`config.mk`:
```
export PLATFORM = sky130hd
export DESIGN_NAME = pc_irq_unit
export DESIGN_NICKNAME = d
export VERILOG_FILES = /design/src/rtl/pc_irq_unit.sv
export SDC_FILE = /design/constraint.sdc
export NUM_CORES = 1
export LEC_CHECK = 0
export ABC_AREA = 1
export CAP_MARGIN = 10
export CORE_MARGIN = 2
export CORE_UTILIZATION = 49
export DETAILED_ROUTE_END_ITERATION = 16
export PLACE_DENSITY_LB_ADDON = 0.12
export SKIP_LAST_GASP = 1
export SYNTH_ARGS = -nofsm -noshare
export SYNTH_HDL_FRONTEND = slang
export SYNTH_SLANG_ARGS = --single-unit
```
`constraint.sdc`:
```
create_clock -name clk -period 3 [get_ports clk]
set_input_delay 0.3 -clock clk [delete_from_list [all_inputs] [get_ports clk]]
set_output_delay 0.3 -clock clk [all_outputs]
set_load 0.01 [all_outputs]
```
`src/rtl/pc_irq_unit.sv`:
```
// pc_irq_unit: program-counter sequencer owning PC, EPC and cause, with N latched maskable interrupts.
module pc_irq_unit #(
  parameter logic [31:0] RESET_VEC = 32'h80000000,
  parameter logic [31:0] IRQ_VEC   = 32'h80000004,
  parameter logic [31:0] EXC_VEC   = 32'h80000008,
  parameter int          N_IRQ     = 4,
  parameter int          KBIT      = 31
) (
  input  logic             clk,
  input  logic             reset,
  input  logic             iStall,
  input  logic [1:0]       iPCSrc,
  input  logic             iBranchTaken,
  input  logic [31:0]      iBranchOffset,
  input  logic [25:0]      iJumpIndex,
  input  logic [31:0]      iRegTarget,
  input  logic             iEret,
  input  logic             iOverflow,
  input  logic [N_IRQ-1:0] iIrq,
  input  logic [N_IRQ-1:0] iIrqMask,
  output logic [31:0]      oPC,
  output logic [31:0]      oPCPlus4,
  output logic [31:0]      oEPC,
  output logic [4:0]       oCause,
  output logic             oTakeIrq,
  output logic             oTakeExc,
  output logic             oKernel
);
  localparam logic [31:0] KMASK = 32'h1 << KBIT;
  logic [31:0] pc, epc, flow_pc, next_pc;
  logic [4:0] cause;
  logic [N_IRQ-1:0] pending, eligible, clr;
  logic [3:0] idx;
  assign oPC = pc;
  assign oPCPlus4 = pc + 32'd4;
  assign oEPC = epc;
  assign oCause = cause;
  assign oKernel = pc[KBIT];
  assign eligible = pending & iIrqMask;
  assign oTakeExc = iOverflow & ~iStall;
  assign oTakeIrq = ~oKernel & (|eligible) & ~iStall & ~iOverflow;
  // two's-complement trick isolates the lowest set bit: the channel being taken
  assign clr = oTakeIrq ? (eligible & (~eligible + N_IRQ'(1))) : '0;
  always_comb begin
    idx = '0;
    for (int i = N_IRQ - 1; i >= 0; i--) if (eligible[i]) idx = 4'(i);
  end
  // jumps, branches and sequential flow may never change the kernel flag
  assign flow_pc = iPCSrc == 2'b10 ? {oPCPlus4[31:28], iJumpIndex, 2'b00}
                 : (iPCSrc == 2'b01 && iBranchTaken) ? oPCPlus4 + {iBranchOffset[29:0], 2'b00}
                 : oPCPlus4;
  assign next_pc = oTakeExc ? EXC_VEC
                 : oTakeIrq ? IRQ_VEC
                 : iEret ? (epc & ~KMASK)
                 : iPCSrc == 2'b11 ? iRegTarget
                 : (flow_pc & ~KMASK) | (oKernel ? KMASK : 32'd0);
  always_ff @(posedge clk or negedge reset) begin
    if (!reset) begin
      pc <= RESET_VEC;
      epc <= '0;
      cause <= '0;
      pending <= '0;
    end else begin
      pending <= (pending | iIrq) & ~clr;
      if (!iStall) begin
        pc <= next_pc;
        if (oTakeExc || oTakeIrq) begin
          epc <= pc;
          cause <= oTakeExc ? 5'd0 : {1'b1, idx};
        end
      end
    end
  end
endmodule
```
* Yosys cells after proc, flatten, opt, wreduce, memory -nomap -nowiden
Index checks and enable logic that the tools add are counted.
Storage, ports and cells: flip-flop bits (word level) 73, output and inout bits 104
Operators by class: $add $sub $neg 3, eq/ne operators 3, mux-type cells 13, bitwise gates (word level) 14, reductions and logical operators 4
Operator list (count):
- 32-bit 2-to-1 mux | 5
- 31-bit 2-to-1 mux | 2
- 32-bit by 3-bit adder with 32-bit output (second input constant) | 1
- 31-bit by 32-bit OR with 32-bit output | 1
- 31-bit adder | 1
- 4-bit bitwise AND | 3
- 2-bit 2-to-1 mux | 4
- 4-bit inverter | 2
- 5-bit 2-to-1 mux | 1
- 4-bit by 1-bit adder with 4-bit output (second input constant) | 1
- 1-bit bitwise AND | 4
- 2-bit == test (second input constant) | 2
- 4-bit 2-to-1 mux | 1
- 4-bit OR | 1
- 4-bit OR reduction | 1
- 1-bit inverter | 3
- 2-bit by 1-bit == test with 1-bit output (second input constant) | 1
- 2-bit AND reduction | 1
- 1-bit logical AND | 1
- 1-bit logical OR | 1

* Longest topological paths before layout
Gate-level depths: netlist of run 1.
depth in word-level cells 9, mapped depth 25

* Worst setup path before layout of run 1
No wires, ideal clock.
path type register to register, from register pc[2] (netlist: oPC[2]), to register pc[27] (netlist: oPC[27]), setup time 0.117 ns, data arrival time 2.688 ns, required time 2.883 ns, path slack 0.195 ns, cell stages (with the launch flop) 21, buffers on the path 0, period minus slack after synthesis 2.805 ns, path through dfrtp_1 ha_1 nand2_1 inv_2 nand4_4 nor2_4 nand2_2 xor2_1 inv_1 ha_1 nand2_1 nand2_1 o21bai_1 nor2_1 nor2_1 nor2_1 nand3_1 nand3_1 nand3_1 nand2_1 nand2_1
On the way: word-level cells in the longest chain between the ends 9
Ends and longest elaborated chain:
- start: declaration | line 30 | logic [31:0] pc, epc, flow_pc, next_pc;
- start signal: assignment | line 66 | pc <= next_pc;
- 32-bit by 3-bit adder with 32-bit output | line 35 | assign oPCPlus4 = pc + 32'd4;
- net oPCPlus4[18] | line 22 | output logic [31:0] oPCPlus4,
- 31-bit adder | line 50 | : (iPCSrc == 2'b01 && iBranchTaken) ? oPCPlus4 + {iBranchOffset[29:0], 2'b00}
- 31-bit 2-to-1 mux | line 50
- 31-bit 2-to-1 mux | line 49 | assign flow_pc = iPCSrc == 2'b10 ? {oPCPlus4[31:28], iJumpIndex, 2'b00}
- 31-bit by 32-bit OR with 32-bit output | line 56 | : (flow_pc & ~KMASK) | (oKernel ? KMASK : 32'd0);
- 32-bit 2-to-1 mux | line 55 | : iPCSrc == 2'b11 ? iRegTarget
- 32-bit 2-to-1 mux | line 54 | : iEret ? (epc & ~KMASK)
- 32-bit 2-to-1 mux | line 53 | : oTakeIrq ? IRQ_VEC
- 32-bit 2-to-1 mux | line 52 | assign next_pc = oTakeExc ? EXC_VEC
The timed path passes the listed nets, and every way through them passes these cells. A chain may end at the register's enable or synchronous reset.

* Final worst setup path of run 1
from register pc[10] (netlist: oPC[10]), to register pc[25] (netlist: oPC[25])
On the way: word-level cells in the longest chain between the ends 9
Ends and longest elaborated chain (line):
- 32-bit by 3-bit adder with 32-bit output * | 35
- 31-bit adder | 50
- 31-bit 2-to-1 mux * | 50
- 31-bit 2-to-1 mux * | 49
- 31-bit by 32-bit OR with 32-bit output * | 56
- 32-bit 2-to-1 mux * | 55
- 32-bit 2-to-1 mux * | 54
- 32-bit 2-to-1 mux * | 53
- 32-bit 2-to-1 mux * | 52
Every way passes the cells marked *; elsewhere a longest branch is shown, timed or not.

==> results, run 1 <==
- The run finished, with violations left.
- The checks that failed: negative setup slack.
- The combinational share of power is 50.5%.
- The leakage power total is around 5.7 nW.
- The first-pass detailed-route iteration total is 7.
- The share of layout cells above drive strength 1 is around 29%.
- The final RePlAce weighted congestion is 1.00.
- The commonest non-fill, non-tap cell in the layout is sky130_fd_sc_hd__nand2_1.
- The share of Yosys cell area claimed by the top area cell type is between 20% and 30%.
- The met2 capacity usage during global routing is about two thirds.
- The initial antenna violation count is 0.
- The launching point of the worst reg2reg path is oPC[10]$_DFFE_PN0N_.
- The number of enable-type register cells in the synthesized netlist is 0.
- The peak clock frequency supported by timing is between 300 and 400 MHz.
- In the global route stage, met1 resource usage came out at approximately half.
- STA classifies the critical path startpoint as a flip-flop.
- The via count of the first global-routing pass is approximately 8600.
- The latest clock arrival within the worst-skew pair is between 0.3 and 0.4 ns.
- Headroom to the max-slew limit came out at between 40% and 50%.
- Cell internal power was estimated by the tool at 0.00298 W.
- Of the total power, registers draw about a quarter.
- The floorplan die width is about 120 µm.
- The worst setup slack after layout is -0.111 ns.
- The count of warnings emitted by yosys is 0.
- The number of buffers added to fix hold violations after cts is 0.
- The multi-input combinational cells in the finished layout cover a total of approximately 5500 µm².
- For this run, the number of standard cells in the final layout without fillers is ~1700.
- The initial core utilization is between 50% and 60%.
- After detailed routing, the average wire length per cell comes to slightly below 20 µm.
- During I/O placement, the number of pins put on the boundary was 210.
- The tool flagged a number of max-cap violations equal to 0.
- The depth of the most critical reg-to-reg path is 18.
- The start point of the critical path is oPC[10]$_DFFE_PN0N_.
- The count of standard-cell rows is between 40 and 50.
- Net switching is roughly two fifths of the power.
- The time the final worst path needs with I/O delays and setup is approximately 3.1 ns.
- The largest net degree at the start of global routing is 34.
- After clock tree synthesis, the clock-pin slew on the worst setup and hold paths is ~0.050 ns.
- Relative to the synthesized area, the layout overhead comes to 67.5%.
- Setup violations remaining at the end of the flow were counted as 12.
- The type of element capturing the critical path is a flip-flop.
- Setup repair after global routing could not meet its margin everywhere.
- The number of different library cells used by synthesis comes to 52.
- The die extent in y is approximately 120 µm.
- The share of flip-flops with an asynchronous set or reset after synthesis is between 90% and 100%.
- In this run the remaining antenna-violating nets after routing total 0.
- Summed over all instances, the cell type with the most area after synthesis is sky130_fd_sc_hd__dfrtp_1.
- After synthesis, the cell types taking the most area are sky130_fd_sc_hd__dfrtp_1 25%, sky130_fd_sc_hd__nand2_1 22%, sky130_fd_sc_hd__inv_1 8.0%.
- The worst-case hold slack is 0.0318 ns.
- The die area is 15200 µm².
- The worst path uses 104% of the clock period.
- Once placement finished, the instance area stood at slightly above 10000 µm².
- In this run the clock root is driven by a sky130_fd_sc_hd__clkbuf_16.
- The layout has roughly 890 filler cells.
- The number of clock sinks is 71.
- The global routing stage identified its most utilized layer as met2.
- The minimum setup slack among reg-to-reg paths is -0.11 ns.
- The initial DRC count is ~1100.
- The critical path is of the flip-flop to flip-flop type.
- The max-slew violation total from the final report is 0.
- The detailed-route via count is 9680.
- The post-layout instance area is 11700 µm².
- The antenna diode instance count is 0.
- In this run the power density over the cells is between 400 and 500 nW/µm².
- The register area is around 1800 µm².
- The reported net switching power is ~0.0018 W.
- IR analysis of the VDD net gives a maximum drop of approximately 480 µV.
- Summed over all layers, the global routing overflow is 0.
- The data required time of the worst path is approximately 3.2 ns.
- The met3 layer usage reported by global route is around 5.6%.
- The total power draw is between 0.004 and 0.005 W.
- The library cells used most frequently in the layout, excluding fill and tap cells, are 349 x sky130_fd_sc_hd__nand2_1, 203 x sky130_fd_sc_hd__clkdlybuf4s50_1, 159 x sky130_fd_sc_hd__buf_4.
- The hold violation total from the final report was 0.
- The level count of the clock H-tree is 3.
- The final wirelength is 32600 µm.
- At the pin with the least slew margin, the transition time is about 0.75 ns.
- The quantity of I/O buffers inserted on ports is 204.
- After detailed routing, the number of remaining DRC violations is 0.
- The final HPWL from detailed placement is 22700 µm.
- STA puts the critical path data arrival time at around 3.3 ns.
- The mean post-synth cell area is about 6 µm².
- After synthesis, flip-flops and latches occupy around 25% of the total area.
- The maximum buffer depth of the clock tree is 2.
- The core utilization of the finished layout is 84.3%.
- In the routed layout, each cell is associated on average with a via count of 5.73.
- The post-synthesis instance area is roughly 7000 µm².
- In this run the critical register-to-register path is captured at oPC[25]$_DFFE_PN0N_.
- TritonCTS built the clock tree.
- The post-synthesis cell count is around 1200.
- In the final design database the tool counted 1646 nets.
- The total CTS buffers is 9.
- The maximum net fanout on the critical path is 4.
- The class of the tightest hold or removal check is primary input to async pin.
- The aggregate global-route resource usage is just under 40%.
- Of the total power, the clock network draws between 20% and 30%.
- In the synthesized netlist the dominant register cell turns out to be sky130_fd_sc_hd__dfrtp_1.
- Between clock sinks in the finished design, the worst skew comes to about 0.011 ns.
- The flip-flop and latch count after synthesis is 71.
- The total placed cells including tap cells is around 1600.
- The first-pass GRT wire length is 44900 µm.
- The core region is ~14000 µm².
-- sequential cells by signal, summed over array words and instances (netlist names) --
signal,flops
oPC,32
oCause,3
pending,4
oEPC,32
-- power by group through the flow --
| stage | Sequential [W] | Combinational, W | Clock, W |
|---|---|---|---|
| 3_3_place_gp | 0.00120 | 0.00194 | 0 |
| 3_5_place_dp | 0.00121 | 0.00196 | 0 |
| 6_report | 0.00121 | 0.00243 | 0.00117 |
| 4_1_cts | 0.00119 | 0.00204 | 0.00116 |
| 2_1_floorplan | 0.00127 | 0.000850 | 0 |
| 5_1_grt | 0.00122 | 0.00258 | 0.00121 |
-- cells by family after synthesis --
kind of cell / count (synthesis) / share of synthesized area [%]
adders and majority gates: 35 / 6.38
and+or+nand+nor: 684 / 42.3
buffers and inverters: 192 / 11.1
other: 1 / 0.0537
xor gates and xnor gates: 15 / 1.99
DFF: 71 / 25.4
AOI/OAI and AO/OA: 158 / 12.7
-- how the worst max path moves through the flow --
stage	cells after the start	slack [ns]	endpoint
finish	18	-0.11	oPC[25]$_DFFE_PN0N_
global route	20	-0.23	oPC[25]$_DFFE_PN0N_
CTS	23	-0.01	oPC[24]$_DFFE_PN0N_
detailed placement	20	-0.22	oPC[21]$_DFFE_PN0N_
global placement	19	-0.18	oPC[17]$_DFFE_PN0N_
floorplan	20	0.20	oPC[27]$_DFFE_PN0N_
-- synthesized netlist by cell type, types with 7 or more instances --
cell and number:
sky130_fd_sc_hd__ha_1 34, sky130_fd_sc_hd__inv_1 149, sky130_fd_sc_hd__inv_2 8, sky130_fd_sc_hd__o21ai_0 59, sky130_fd_sc_hd__buf_2 8, sky130_fd_sc_hd__a21oi_1 50
sky130_fd_sc_hd__nor2_1 111, sky130_fd_sc_hd__nand4_1 15, sky130_fd_sc_hd__xor2_1 9, sky130_fd_sc_hd__nor2_2 7, sky130_fd_sc_hd__o22ai_1 16, sky130_fd_sc_hd__o21ai_1 7
sky130_fd_sc_hd__clkbuf_1 15, sky130_fd_sc_hd__nand3_1 82, sky130_fd_sc_hd__nor3_1 12, sky130_fd_sc_hd__nand2_2 10, sky130_fd_sc_hd__nand2_1 415, sky130_fd_sc_hd__dfrtp_1 70
-- per-layer routing --
| layer | up-vias | share of wire (%) |
|---|---|---|
| li1 | 4380 | - |
| met1 | 4473 | 38 |
| met2 | 698 | 48 |
| met3 | 129 | 10 |
| met4 | 0 | 4.1 |
| met5 | - | 0 |
-- through the flow --
step                      TNS (ns)  setup WS (ns)
after floorplan                  0          0.195
after global placement       -1.12         -0.181
after detailed placement     -1.77         -0.221
after CTS                 -0.00997       -0.00997
after global routing         -3.16         -0.228
final                       -0.421         -0.111
-- final cells by class --
cell class,instances,share of cell area [%]
multi-input cells,894,46.6
clock buffers,13,2.22
flip-flops and latches,71,15.2
inverters,160,5.17
clock inverters,3,0.556
well taps,180,1.92
repair buffers,369,28.3
-- timing repair --
item | CTS | global route
gates cloned | 0 | 0
pin swaps | 8 | 82
setup buffers | 8 | 18
endpoints found under the setup margin | 19 | 25
resized for setup | 30 | 233
-- worst max-delay path: stages, from the launching register on --
cell                      delay, ns
sky130_fd_sc_hd__dfrtp_1       0.45
sky130_fd_sc_hd__nand2_2       0.13
sky130_fd_sc_hd__inv_2         0.09
sky130_fd_sc_hd__nand2_4       0.07
sky130_fd_sc_hd__nor3b_4       0.28
sky130_fd_sc_hd__xor2_2        0.22
sky130_fd_sc_hd__buf_4         0.17
sky130_fd_sc_hd__inv_2         0.06
sky130_fd_sc_hd__ha_4          0.30
sky130_fd_sc_hd__nand2_4       0.07
sky130_fd_sc_hd__buf_4         0.14
sky130_fd_sc_hd__nor3_4        0.27
sky130_fd_sc_hd__nand3_2       0.18
sky130_fd_sc_hd__nand4_1       0.16
sky130_fd_sc_hd__nand3_2       0.12
sky130_fd_sc_hd__nand3_2       0.11
sky130_fd_sc_hd__nand2_2       0.07
sky130_fd_sc_hd__nand2_1       0.06
sky130_fd_sc_hd__nand2_1       0.04
Note: power is estimated with default switching activity, not from simulation.
==> inputs of run 2 (changes only) <==
--- a/config.mk
+++ b/config.mk
@@ -6,11 +6,11 @@
 export NUM_CORES = 1
 export LEC_CHECK = 0
 export ABC_AREA = 1
-export CAP_MARGIN = 10
+export CAP_MARGIN = 40
 export CORE_MARGIN = 2
 export CORE_UTILIZATION = 49
 export DETAILED_ROUTE_END_ITERATION = 16
-export PLACE_DENSITY_LB_ADDON = 0.12
+export PLACE_DENSITY = 0.82
 export SKIP_LAST_GASP = 1
 export SYNTH_ARGS = -nofsm -noshare
 export SYNTH_HDL_FRONTEND = slang
==> constraint.sdc (replaced) <==
create_clock -name clk -period 3 [get_ports clk]
set_input_delay 0.45 -clock clk [delete_from_list [all_inputs] [get_ports clk]]
set_output_delay 0.45 -clock clk [all_outputs]
set_load 0.01 [all_outputs]
==> run 2 against run 1 <==
The flow still finishes with violations (negative setup slack). Die area is the same. Clock-buffer cell count shrank 3. Design area grew 1.3%. Non-clock buffer count grew 8. Core utilization grew 1.1 points. Via count shrank 1.3%. Global-route usage grew 0.081 points. Combinational power is essentially flat. Clock power shrank 9%. Final cell count grew 0.47%. Sequential power is essentially flat. Critical path type unchanged. Largest cell class unchanged.
==> results, run 2 (synthesized netlist as in run 1, its figures left out) <==
- The hold violation total from the final report is 0.
- The post-synthesis to final-layout area growth is 69.6%.
- STA classifies the critical path startpoint as a flip-flop.
- In the final routed layout, each cell accounts on average for ~19 µm.
- Summed over all layers, the global routing overflow is 0.
- The placed cell area is 10300 µm².
- The TritonCTS clock tree is done.
- The residual DRC count is 0.
- The number of fillers in the final layout is 847.
- The maximum net fanout on the critical path is 4.
- CTS placed an instance of sky130_fd_sc_hd__clkbuf_16 at the clock tree root.
- The number of buffers added to fix hold violations after cts is 0.
- The initial antenna violation count is 0.
- The leakage power total is roughly 5.8 nW.
- The final standard cell count with taps included and fillers excluded is 1698.
- Port buffering added between 200 and 250 buffers.
- The final count of negative-setup-slack endpoints is 8.
- Once routing completed, OpenROAD measured the worst setup slack at -0.135 ns.
- The core utilization of the finished layout is between 80% and 90%.
- The checks that failed: negative setup slack.
- In this run the deepest clock path goes through 2 buffers.
- In this run, the number of DRC markers left after iteration 0 of detailed routing was around 1000.
- The total CTS buffers is 9.
- In the layout the commonest cells are 347 x sky130_fd_sc_hd__nand2_1, 202 x sky130_fd_sc_hd__clkdlybuf4s50_1, 167 x sky130_fd_sc_hd__buf_4.
- Across the run, the number of max-cap violations was 0.
- Once detail routing completed, the nets flagged for antenna violations numbered 0.
- The final wirelength is 32200 µm.
- At the end of the flow, the number of nets in the layout was around 1700.
- For the pin with the worst max-slew slack, the measured transition is just over 0.5 ns.
- STA classifies the critical path endpoint as a flip-flop.
- The worst setup skew after layout is approximately 0.0066 ns.
- The power density over cell area is 400 nW/µm².
- Hold is met by ~0.13 ns.
- The post-layout instance area is ~12000 µm².
- The first-pass detailed-route iteration total is 6.
- Measured against its own limit, the worst slew margin works out to between 60% and 70%.
- The routed design could run at a clock period as short as approximately 3.1 ns.
- The worst vdd rail ir drop is 491 µV.
- The final RePlAce weighted congestion is about 0.99.
- The share of layout cells above drive strength 1 is a little under 30%.
- The tightest min-delay check is of the primary input to async pin type.
- The floorplan die width is between 100 and 150 µm.
- The count of standard-cell rows is 43.
- STA puts the critical path data arrival time at 3.36 ns.
- Across every metal layer, demand over resource in global routing totals 38.9%.
- The first-pass GRT wire length is roughly 45000 µm.
- The max-slew violation total from the final report was 0.
- STA puts the critical path data required time at 3.22 ns.
- Setup repair after global routing could not meet its margin everywhere.
- The placeable core area is between 10000 and 15000 µm².
- The clock reaches the later pin of the worst-skew pair after between 0.3 and 0.4 ns.
- 0 antenna diodes ended up in the layout.
- Entering global routing, the biggest net connects 41 pins.
- Detailed placement ended at an HPWL of roughly 23000 µm.
- The die is around 120 µm tall.
- The die area is roughly 15000 µm².
- The clock slew seen by the registers of the worst setup and hold paths is ~0.060 ns.
- For this configuration, the core starts out at a cell density of between 50% and 60%.
- The total placed cells including tap cells is 1664.
- The peak clock frequency supported by timing is ~320 MHz.
- Dividing the final minimum period by the clock period gives 105%.
- The total negative slack for setup checks is -0.409 ns.
- CTS built an H-tree with a depth of 3.
- The detailed-route via count is approximately 9600.
- The via-per-instance ratio is about 5.6.
- The number of ports placed on the die boundary is 210.
- The flow ran to the end, but the final reports show violations.
- The number of clock sinks is ~70.
- The via count of the first global-routing pass was roughly 8400.
- The commonest non-fill, non-tap cell in the layout is sky130_fd_sc_hd__nand2_1.
- The critical path start-end classification is flip-flop to flip-flop.
==> run 2: critical path, cell delays in order (launching register included) <==
cell                       delay [ns]
sky130_fd_sc_hd__dfrtp_1         0.40
sky130_fd_sc_hd__buf_4           0.17
sky130_fd_sc_hd__nand3_4         0.11
sky130_fd_sc_hd__inv_2           0.11
sky130_fd_sc_hd__nand2_4         0.07
sky130_fd_sc_hd__nor2_4          0.14
sky130_fd_sc_hd__nand2_4         0.10
sky130_fd_sc_hd__nor2_4          0.10
sky130_fd_sc_hd__inv_1           0.05
sky130_fd_sc_hd__nand2_2         0.10
sky130_fd_sc_hd__inv_1           0.11
sky130_fd_sc_hd__ha_4            0.26
sky130_fd_sc_hd__nand2_4         0.10
sky130_fd_sc_hd__inv_1           0.07
sky130_fd_sc_hd__a21oi_2         0.19
sky130_fd_sc_hd__nand2_1         0.09
sky130_fd_sc_hd__o21bai_2        0.22
sky130_fd_sc_hd__xnor2_1         0.23
sky130_fd_sc_hd__nand2_1         0.10
sky130_fd_sc_hd__nand2_1         0.08
sky130_fd_sc_hd__nand2_1         0.09
sky130_fd_sc_hd__nand2_1         0.08
sky130_fd_sc_hd__nand2_1         0.05
==> run 2: path summary, 6_finish.rpt <==
path	startpoint	endpoint	slack (ns)	depth (start not counted)
worst max-delay path	oPC[3]$_DFFE_PN0N_	oPC[16]$_DFFE_PN0N_	-0.14	22
max in group asynchronous	reset	oPC[31]$_DFFE_PN1P_	2.25	3
worst min-delay path	reset	oEPC[24]$_DFFE_PN0P_	0.13	2
min in group clk	oCause[4]$_DFFE_PN0P_	oCause[4]$_DFFE_PN0P_	0.47	2
worst min register to register	oCause[4]$_DFFE_PN0P_	oCause[4]$_DFFE_PN0P_	0.47	2
worst max register to register	oPC[3]$_DFFE_PN0N_	oPC[16]$_DFFE_PN0N_	-0.14	22
==> run 2: timing repair <==
action / CTS / global route
setup buffers: 7 / 12
resized for setup: 46 / 220
gates cloned: 0 / 0
setup endpoints to repair: 20 / 30
pin swaps: 9 / 76
==> run 2: layout make-up <==
type                            count  area [µm²]  area share [%]
Multi-Input combinational cell    894        5550            46.8
Timing Repair Buffer              377        3390            28.6
Sequential cell                    71        1780            15.0
Inverter                          160         612            5.16
Clock buffer                       10         239            2.02
Tap cell                          180         225            1.90
Clock inverter                      6        60.1           0.507
==> run 2: per-stage QoR <==
stage	setup slack, ns	power (W)
4_1_cts	-0.00904	0.00436
5_1_grt	-0.294	0.00494
3_3_place_gp	-0.122	0.00317
6_report	-0.135	0.00474
3_5_place_dp	-0.190	0.00321
2_1_floorplan	0.195	0.00212
==> run 2: layer usage <==
metal / up-vias / GRT usage, % / part of all wire (%)
met5: - / 0 / 0
met4: 0 / 12.8 / 4.3
met3: 114 / 5.90 / 9.7
met2: 627 / 65.4 / 47
met1: 4412 / 51.1 / 39
li1: 4403 / - / -
==> run 2: power breakdown <==
| group | total [W] | switching, W | internal [W] |
|---|---|---|---|
| registers | 0.00121 | 0.000125 | 0.00108 |
| clock network | 0.00107 | 0.000405 | 0.000661 |
| logic | 0.00246 | 0.00131 | 0.00115 |
| total | 0.00474 | 0.00184 | 0.00290 |
